--- src/rtl/ifetch_ctrl.sv ---
// Instruction-fetch sequencer: owns the PC, fetches from a combinational imem and
// presents words through a one-entry valid/ready stage. Define IFETCH_STATS_EN for fetch/stall counters.
module ifetch_ctrl #(
  parameter int          ADDR_W      = 4,
  parameter int          INSTR_W     = 16,
  parameter logic [3:0]  HALT_OPCODE = 4'hF
) (
  input  logic               clk,
  input  logic               rst,
  input  logic               start,
  input  logic               redirect_valid,
  input  logic [ADDR_W-1:0]  redirect_pc,
  output logic [ADDR_W-1:0]  imem_addr,
  input  logic [INSTR_W-1:0] imem_instr,
  output logic               if_valid,
  input  logic               if_ready,
  output logic [INSTR_W-1:0] if_instr,
  output logic [ADDR_W-1:0]  if_pc,
  output logic               busy,
`ifdef IFETCH_STATS_EN
  output logic [7:0]         fetch_cnt,
  output logic [7:0]         stall_cnt,
`endif
  output logic               halted
);

  localparam logic [1:0] ST_IDLE  = 2'd0;
  localparam logic [1:0] ST_FETCH = 2'd1;
  localparam logic [1:0] ST_DRAIN = 2'd2;
  localparam logic [1:0] ST_HALT  = 2'd3;

  logic [1:0]         state_q, state_d;
  logic [ADDR_W-1:0]  pc_q, pc_d;
  logic               valid_q, valid_d;
  logic [INSTR_W-1:0] instr_q, instr_d;
  logic [ADDR_W-1:0]  ifpc_q, ifpc_d;

  logic fire;
  logic load;
  logic is_halt_word;
  logic start_ok;
  logic pc_at_end;

  assign fire         = valid_q & if_ready;
  assign load         = ~valid_q | fire;
  assign is_halt_word = (imem_instr[INSTR_W-1:INSTR_W-4] == HALT_OPCODE);
  assign start_ok     = start & ((state_q == ST_IDLE) | (state_q == ST_HALT));
  assign pc_at_end    = (pc_q == {ADDR_W{1'b1}});

  always_comb begin
    state_d = state_q;
    pc_d    = pc_q;
    valid_d = valid_q;
    instr_d = instr_q;
    ifpc_d  = ifpc_q;
    case (state_q)
      ST_IDLE, ST_HALT: begin
        if (start) begin
          state_d = ST_FETCH;
          pc_d    = '0;
        end
      end
      ST_FETCH: begin
        if (redirect_valid) begin
          valid_d = 1'b0;
          pc_d    = redirect_pc;
        end else if (load) begin
          // The HALT word itself is swallowed; only a pending word may still drain.
          if (is_halt_word) begin
            valid_d = 1'b0;
            state_d = ST_DRAIN;
          end else begin
            valid_d = 1'b1;
            instr_d = imem_instr;
            ifpc_d  = pc_q;
            if (pc_at_end) begin
              state_d = ST_DRAIN;
            end else begin
              pc_d = pc_q + 1'b1;
            end
          end
        end
      end
      ST_DRAIN: begin
        if (redirect_valid) begin
          valid_d = 1'b0;
          pc_d    = redirect_pc;
          state_d = ST_FETCH;
        end else begin
          if (fire) begin
            valid_d = 1'b0;
          end
          if (!valid_q || fire) begin
            state_d = ST_HALT;
          end
        end
      end
      default: state_d = ST_IDLE;
    endcase
  end

  always_ff @(posedge clk) begin
    if (rst) begin
      state_q <= ST_IDLE;
      pc_q    <= '0;
      valid_q <= 1'b0;
      instr_q <= '0;
      ifpc_q  <= '0;
    end else begin
      state_q <= state_d;
      pc_q    <= pc_d;
      valid_q <= valid_d;
      instr_q <= instr_d;
      ifpc_q  <= ifpc_d;
    end
  end

  assign imem_addr = pc_q;
  assign if_valid  = valid_q;
  assign if_instr  = instr_q;
  assign if_pc     = ifpc_q;
  assign busy      = (state_q == ST_FETCH) | (state_q == ST_DRAIN);
  assign halted    = (state_q == ST_HALT);

`ifdef IFETCH_STATS_EN
  logic [7:0] fetch_cnt_q, fetch_cnt_d;
  logic [7:0] stall_cnt_q, stall_cnt_d;

  // Both counters saturate rather than wrap.
  always_comb begin
    fetch_cnt_d = fetch_cnt_q;
    stall_cnt_d = stall_cnt_q;
    if (start_ok) begin
      fetch_cnt_d = '0;
      stall_cnt_d = '0;
    end else begin
      if (fire && (fetch_cnt_q != 8'hFF)) begin
        fetch_cnt_d = fetch_cnt_q + 8'd1;
      end
      if (valid_q && !if_ready && (stall_cnt_q != 8'hFF)) begin
        stall_cnt_d = stall_cnt_q + 8'd1;
      end
    end
  end

  always_ff @(posedge clk) begin
    if (rst) begin
      fetch_cnt_q <= '0;
      stall_cnt_q <= '0;
    end else begin
      fetch_cnt_q <= fetch_cnt_d;
      stall_cnt_q <= stall_cnt_d;
    end
  end

  assign fetch_cnt = fetch_cnt_q;
  assign stall_cnt = stall_cnt_q;
`else
  logic unused_start_ok;
  assign unused_start_ok = start_ok;
`endif

endmodule

--- config.mk ---
export PLATFORM = sky130hd
export DESIGN_NAME = ifetch_ctrl
export DESIGN_NICKNAME = d
export VERILOG_FILES = /design/src/rtl/ifetch_ctrl.sv
export SDC_FILE = /design/constraint.sdc
export NUM_CORES = 1
export LEC_CHECK = 0
export ABC_AREA = 1
export ABC_CLOCK_PERIOD_IN_PS = 2100
export CAP_MARGIN = 40
export CORE_MARGIN = 2
export CORE_UTILIZATION = 45
export DETAILED_ROUTE_END_ITERATION = 16
export PLACE_DENSITY_LB_ADDON = 0.05
export SYNTH_ARGS = -nofsm -noshare
export SYNTH_HDL_FRONTEND = slang
export SYNTH_SLANG_ARGS = --single-unit
--- constraint.sdc ---
create_clock -name clk -period 2.1 [get_ports clk]
set_input_delay 0.42 -clock clk [delete_from_list [all_inputs] [get_ports clk]]
set_output_delay 0.42 -clock clk [all_outputs]
set_load 0.01 [all_outputs]
# After elaboration in Yosys (flattened, before gate mapping)
# Cells that the tools add are included.
[op_classes] n_addsub=1 multipliers=0 n_div=0 order_cmp=0 n_eq_ne=15 shifts=0 mux=21 bitwise_logic=6 n_reduce_logical=9
[op_table] operator="4-bit 2-to-1 mux" count=6
[op_table] operator="3-bit inequality test (second input constant)" count=6
[op_table] operator="2-bit 2-to-1 mux" count=7
[op_table] operator="4-bit case mux with 3 select lines" count=1
[op_table] operator="5-bit AND reduction" count=2
[op_table] operator="4-bit equality test (second input constant)" count=2
[op_table] operator="2-bit inequality test (second input constant)" count=4
[op_table] operator="2-bit case mux with 3 select lines" count=1
[op_table] operator="1-bit 2-to-1 mux" count=5
[op_table] operator="4-bit by 1-bit adder with 4-bit output (second input constant)" count=1
[op_table] operator="2-bit equality test (second input constant)" count=2
[op_table] operator="4-bit AND reduction" count=1
[op_table] operator="1-bit NOT" count=3
[op_table] operator="3-bit AND reduction" count=1
[op_table] operator="2-bit by 1-bit equality test with 1-bit output (second input constant)" count=1
[op_table] operator="2-bit zero test" count=1
[op_table] operator="1-bit bitwise OR" count=2
[op_table] operator="1-bit case mux with 2 select lines" count=1
[op_table] operator="2-bit nonzero test" count=1
[op_table] operator="2-bit OR reduction" count=1
[op_table] operator="1-bit AND" count=1
[op_table] operator="1-bit zero test" count=1
[op_table] operator="1-bit logical OR" count=1
[word_totals] register_bits=27 latch_bits=0 ramBits=0 rom_bits=0 input_bits=25 output_inout_bits=27 wordCells=57 mem_count=0

# Depth between registers and ports, before layout
[depth] word_depth=6 ltp_mapped=9 mapped_depth_nobuf=9

# Least setup slack after synthesis
# OpenSTA, ideal clock, no wires.
[synth_timing] path_kind="register -> register" start="register state_q[0]" end="register pc_q[2], in the netlist imem_addr[2]" setup_time_ps=71 t_arrival_ps=1382 t_required_ps=2029 path_slack_ps=646 path_stages_with_launch=10 path_buffers=0 synth_period_minus_slack_ps=1454 path_cell_list="dfxtp_1 > inv_1 > ha_1 > nand2_1 > nand2_1 > nor2_2 > nand2_2 > nor2_4 > nand2_1 > a21oi_2"
[synth_between] elab_chain_cells=4 elab_cells_between_ends=12 cone_classes="8 x eq/ne; 1 x mux; 3 x reduce/logical"
[synth_lines] element="start: declaration" line_no="32" source="logic [1:0] state_q, state_d;"
[synth_lines] element="start signal: assignment" line_no="110" source="state_q <= state_d;"
[synth_lines] element="2-bit equality test or 2-bit zero test (tied branches)" line_no="56" source="case (state_q)"
[synth_lines] element="2-bit OR reduction" line_no="56"
[synth_lines] element="2-bit inequality test (no line)"
[synth_lines] element="5-bit AND reduction (no line)"
[synth_lines] element="end signal: assignment" line_no="111" source="pc_q <= pc_d;"
[synth_lines] element="end: declaration" line_no="33" source="logic [ADDR_W-1:0] pc_q, pc_d;"
# Several ways; a longest one is shown, not always the timed one.
# A chain may end at the register's enable or synchronous reset.

# Worst setup path after layout
[layout_timing] start="register state_q[0]" end="output halted"
[layout_between] elab_chain_cells=1
[layout_lines] element="2-bit equality test" line_no="123" source="assign halted = (state_q == ST_HALT);"
[layout_lines] element="end: declaration" line_no="24" source="output logic halted"
# No other way between the ends.

==> results.json <==
{
  "status": "finished clean",
  "dpl-instance-area_sq_mm": 0.002087,
  "cts_made_buffers": 3,
  "path_max_fanout": 4,
  "synth_flop_cell": "dfxtp_1",
  "via_count": 1386,
  "wire_per_inst_um": 12.17,
  "fin_crit_ns": 1.880,
  "total_power_uw": 1906,
  "synthTopCellsByArea": "dfxtp_1 (35%), a21oi_2 (11%), nand3_2 (10%)",
  "clock_latency_ns": 0.32,
  "clockBufferDepth": 2,
  "fin_ws_ns": 0.2202,
  "tns_ns": 0,
  "end_kind": "output pin",
  "die_h_um": 62.46,
  "ys_ff_latch": 27,
  "maxCapViolCount": 0,
  "ys_warn_count": 0,
  "required_ns": 1.68,
  "drtIter0Drc": 35,
  "syn_area_sq_mm": 0.001538,
  "synth_commonest_cells": "nand2_1 (38), dfxtp_1 (27), a21oi_2 (20)",
  "r2r-end": "if_instr[0]",
  "syn_to_final_growth_pct": 38.41,
  "synth_most_common_cell": "nand2_1",
  "drive_above_1_share": 0.2954,
  "r2r-start": "state_q[0]",
  "p_leak_uw": 0.0007565,
  "design_area_sq_mm": 0.002128,
  "setup_viol_count_final": 0,
  "grt_pass1_vias": 1378,
  "clk_pin_slew_ns": 0.15,
  "syn_area_per_cell_sq_um": 8.403,
  "nFillCells": 326,
  "rsz0062_at_grt": "false",
  "dieArea_sq_mm": 0.003901,
  "cts_tree": "done",
  "hp-start": "if_pc[3]",
  "final_max_slew_viol_count": 0,
  "cp_data_arrival_time_ns": 1.46,
  "timing.fmax_ghz": 0.5320,
  "finalCritPeriodShare": 0.8952,
  "start_kind": "register",
  "drtPass1Iterations": 4,
  "clock_sink_count": 27,
  "globalplace.congestion": 0.7418,
  "yosysTopAreaCellShare": 0.3515,
  "hold_path_class": "reg2reg",
  "hold_depth": 2,
  "synth.largest_area_cell": "dfxtp_1",
  "synth_edf_count": 0,
  "cts_root_buffer": "clkbuf_4",
  "irDropWorstVdd_mv": 0.5604,
  "ant_nets": 0,
  "overflow": 0,
  "yosysSeqAreaShare": 0.3515,
  "row_count": 21,
  "io_buffers": 51,
  "antenna_found_initial": 0,
  "grt_first_pass_wirelength_mm": 6.106,
  "preCtsSetupSlack_ns": 0.2231,
  "max_slew_margin": 0.8139,
  "initial_core_util": 0.4645,
  "async_flop_share": 0,
  "layout.nets": 268,
  "h-tree-depth": 1,
  "p_per_area_mw_per_mm2": 895.6,
  "core_sq_mm": 0.003311,
  "regToRegSetupSlack_ns": 0.49,
  "ioPinCount": 52,
  "worst_pin_slew_ns": 0.2784,
  "diodes": 0,
  "whs_endpoint": "if_pc[3]",
  "dp_hpwl_mm": 2.756,
  "syn_inst": 183,
  "vias_per_cell": 4.898,
  "wl_mm": 3.444,
  "die_x_um": 62.46,
  "yosys.cell_types.count": 26,
  "grt_max_degree": 17,
  "grt_usage": 0.1914,
  "syn_nets": 213,
  "criticalPathCategory": "reg2out",
  "hold_violations": 0,
  "post-route-drc-count": 0,
  "r2r_cells": 7,
  "skew_ns": 0.002728
}
-- area by class of cell --
type                    count  area (sq um)  area share
repair buffers             57         570.5      0.2681
well taps                  46         57.56     0.02704
flip-flops and latches     27         543.0      0.2551
multi-input cells         135         878.3      0.4127
inverters                  14         52.55     0.02469
clock buffers               4         26.28     0.01235
-- flip-flops by register name, summed over array words and instances, names as in the netlist --
name	flops
if_instr	16
if_pc	4
imem_addr	4
state_q	2
if_valid	1
-- power by group --
group	switching, uW	internal, uW	leakage (uW)
Sequential	70.4	600	0.000220
Combinational	552	457	0.000522
Clock	152	74.3	0.0000150
Total	774	1130	0.000757
-- critical path, cell delays in order, from the launching register on --
cell and delay, ns:
dfxtp_2 0.35, buf_4 0.14, ha_1 0.18, clkdlybuf4s50_1 0.47
-- timing repair --
| action | CTS | global route |
|---|---|---|
| cloned | 0 | 0 |
| setup endpoints to repair | 1 | 1 |
| hold buffers | 0 | 0 |
| setup buffers | 1 | 0 |
| gates resized for setup | 2 | 2 |
-- placed cells by master (no fill, tap or decap) --
cell / count
clkdlybuf4s50_1: 50
nand2_1: 38
dfxtp_1: 25
a21oi_2: 20
nand3_2: 16
inv_1: 12
nand2_2: 12
nor2_1: 11
o21ai_0: 8
a21oi_1: 7
nand3_1: 5
buf_4: 5
ha_1: 4
clkbuf_4: 3
inv_2: 2
nand2_4: 2
nor2_4: 2
nand4_1: 2
nor2_2: 2
dfxtp_2: 2
nor2_8: 1
o21ai_1: 1
o21ai_2: 1
a21boi_0: 1
o211ai_1: 1
ha_2: 1
clkbuf_1: 1
dlymetal6s2s_1: 1
buf_12: 1
-- per-stage QoR --
step | hold WS [ns] | std cells | utilization
finish | 0.4738 | 283 | 0.6429
global route | 0.4904 | 283 | 0.6429
CTS | 0.4771 | 283 | 0.6417
detailed placement | 0.4557 | 278 | 0.6304
global placement | 0.4527 | 278 | 0.6304
floorplan | 0.4824 | 183 | -
-- metal layers --
layer / part of all wire / up-vias / GRT usage
met3: 0.041 / 2 / 0.02883
li1: - / 710 / -
met5: 0 / - / 0
met4: 0.0067 / 0 / 0.05000
met1: 0.43 / 635 / 0.2268
met2: 0.52 / 39 / 0.3575
-- cell families (layout without fill, tap and decap cells) --
family / after synthesis / in the layout / share of synthesized area
compound gates: 39 / 39 / 0.1814
fa+ha+maj: 5 / 5 / 0.04068
buf+inv: 21 / 75 / 0.07892
flops: 27 / 27 / 0.3515
simple gates: 91 / 91 / 0.3474
-- worst max path at each step --
stage              startpoint            to  slack (ns)
2_1_floorplan      state_q[0]  imem_addr[2]        0.65
3_3_place_gp   redirect_valid      if_pc[2]        0.25
3_5_place_dp   redirect_valid      if_pc[2]        0.22
4_1_cts            state_q[1]          busy       0.008
5_1_grt            state_q[0]        halted        0.14
6_report           state_q[0]        halted        0.22
(Power assumes the default switching activity.)
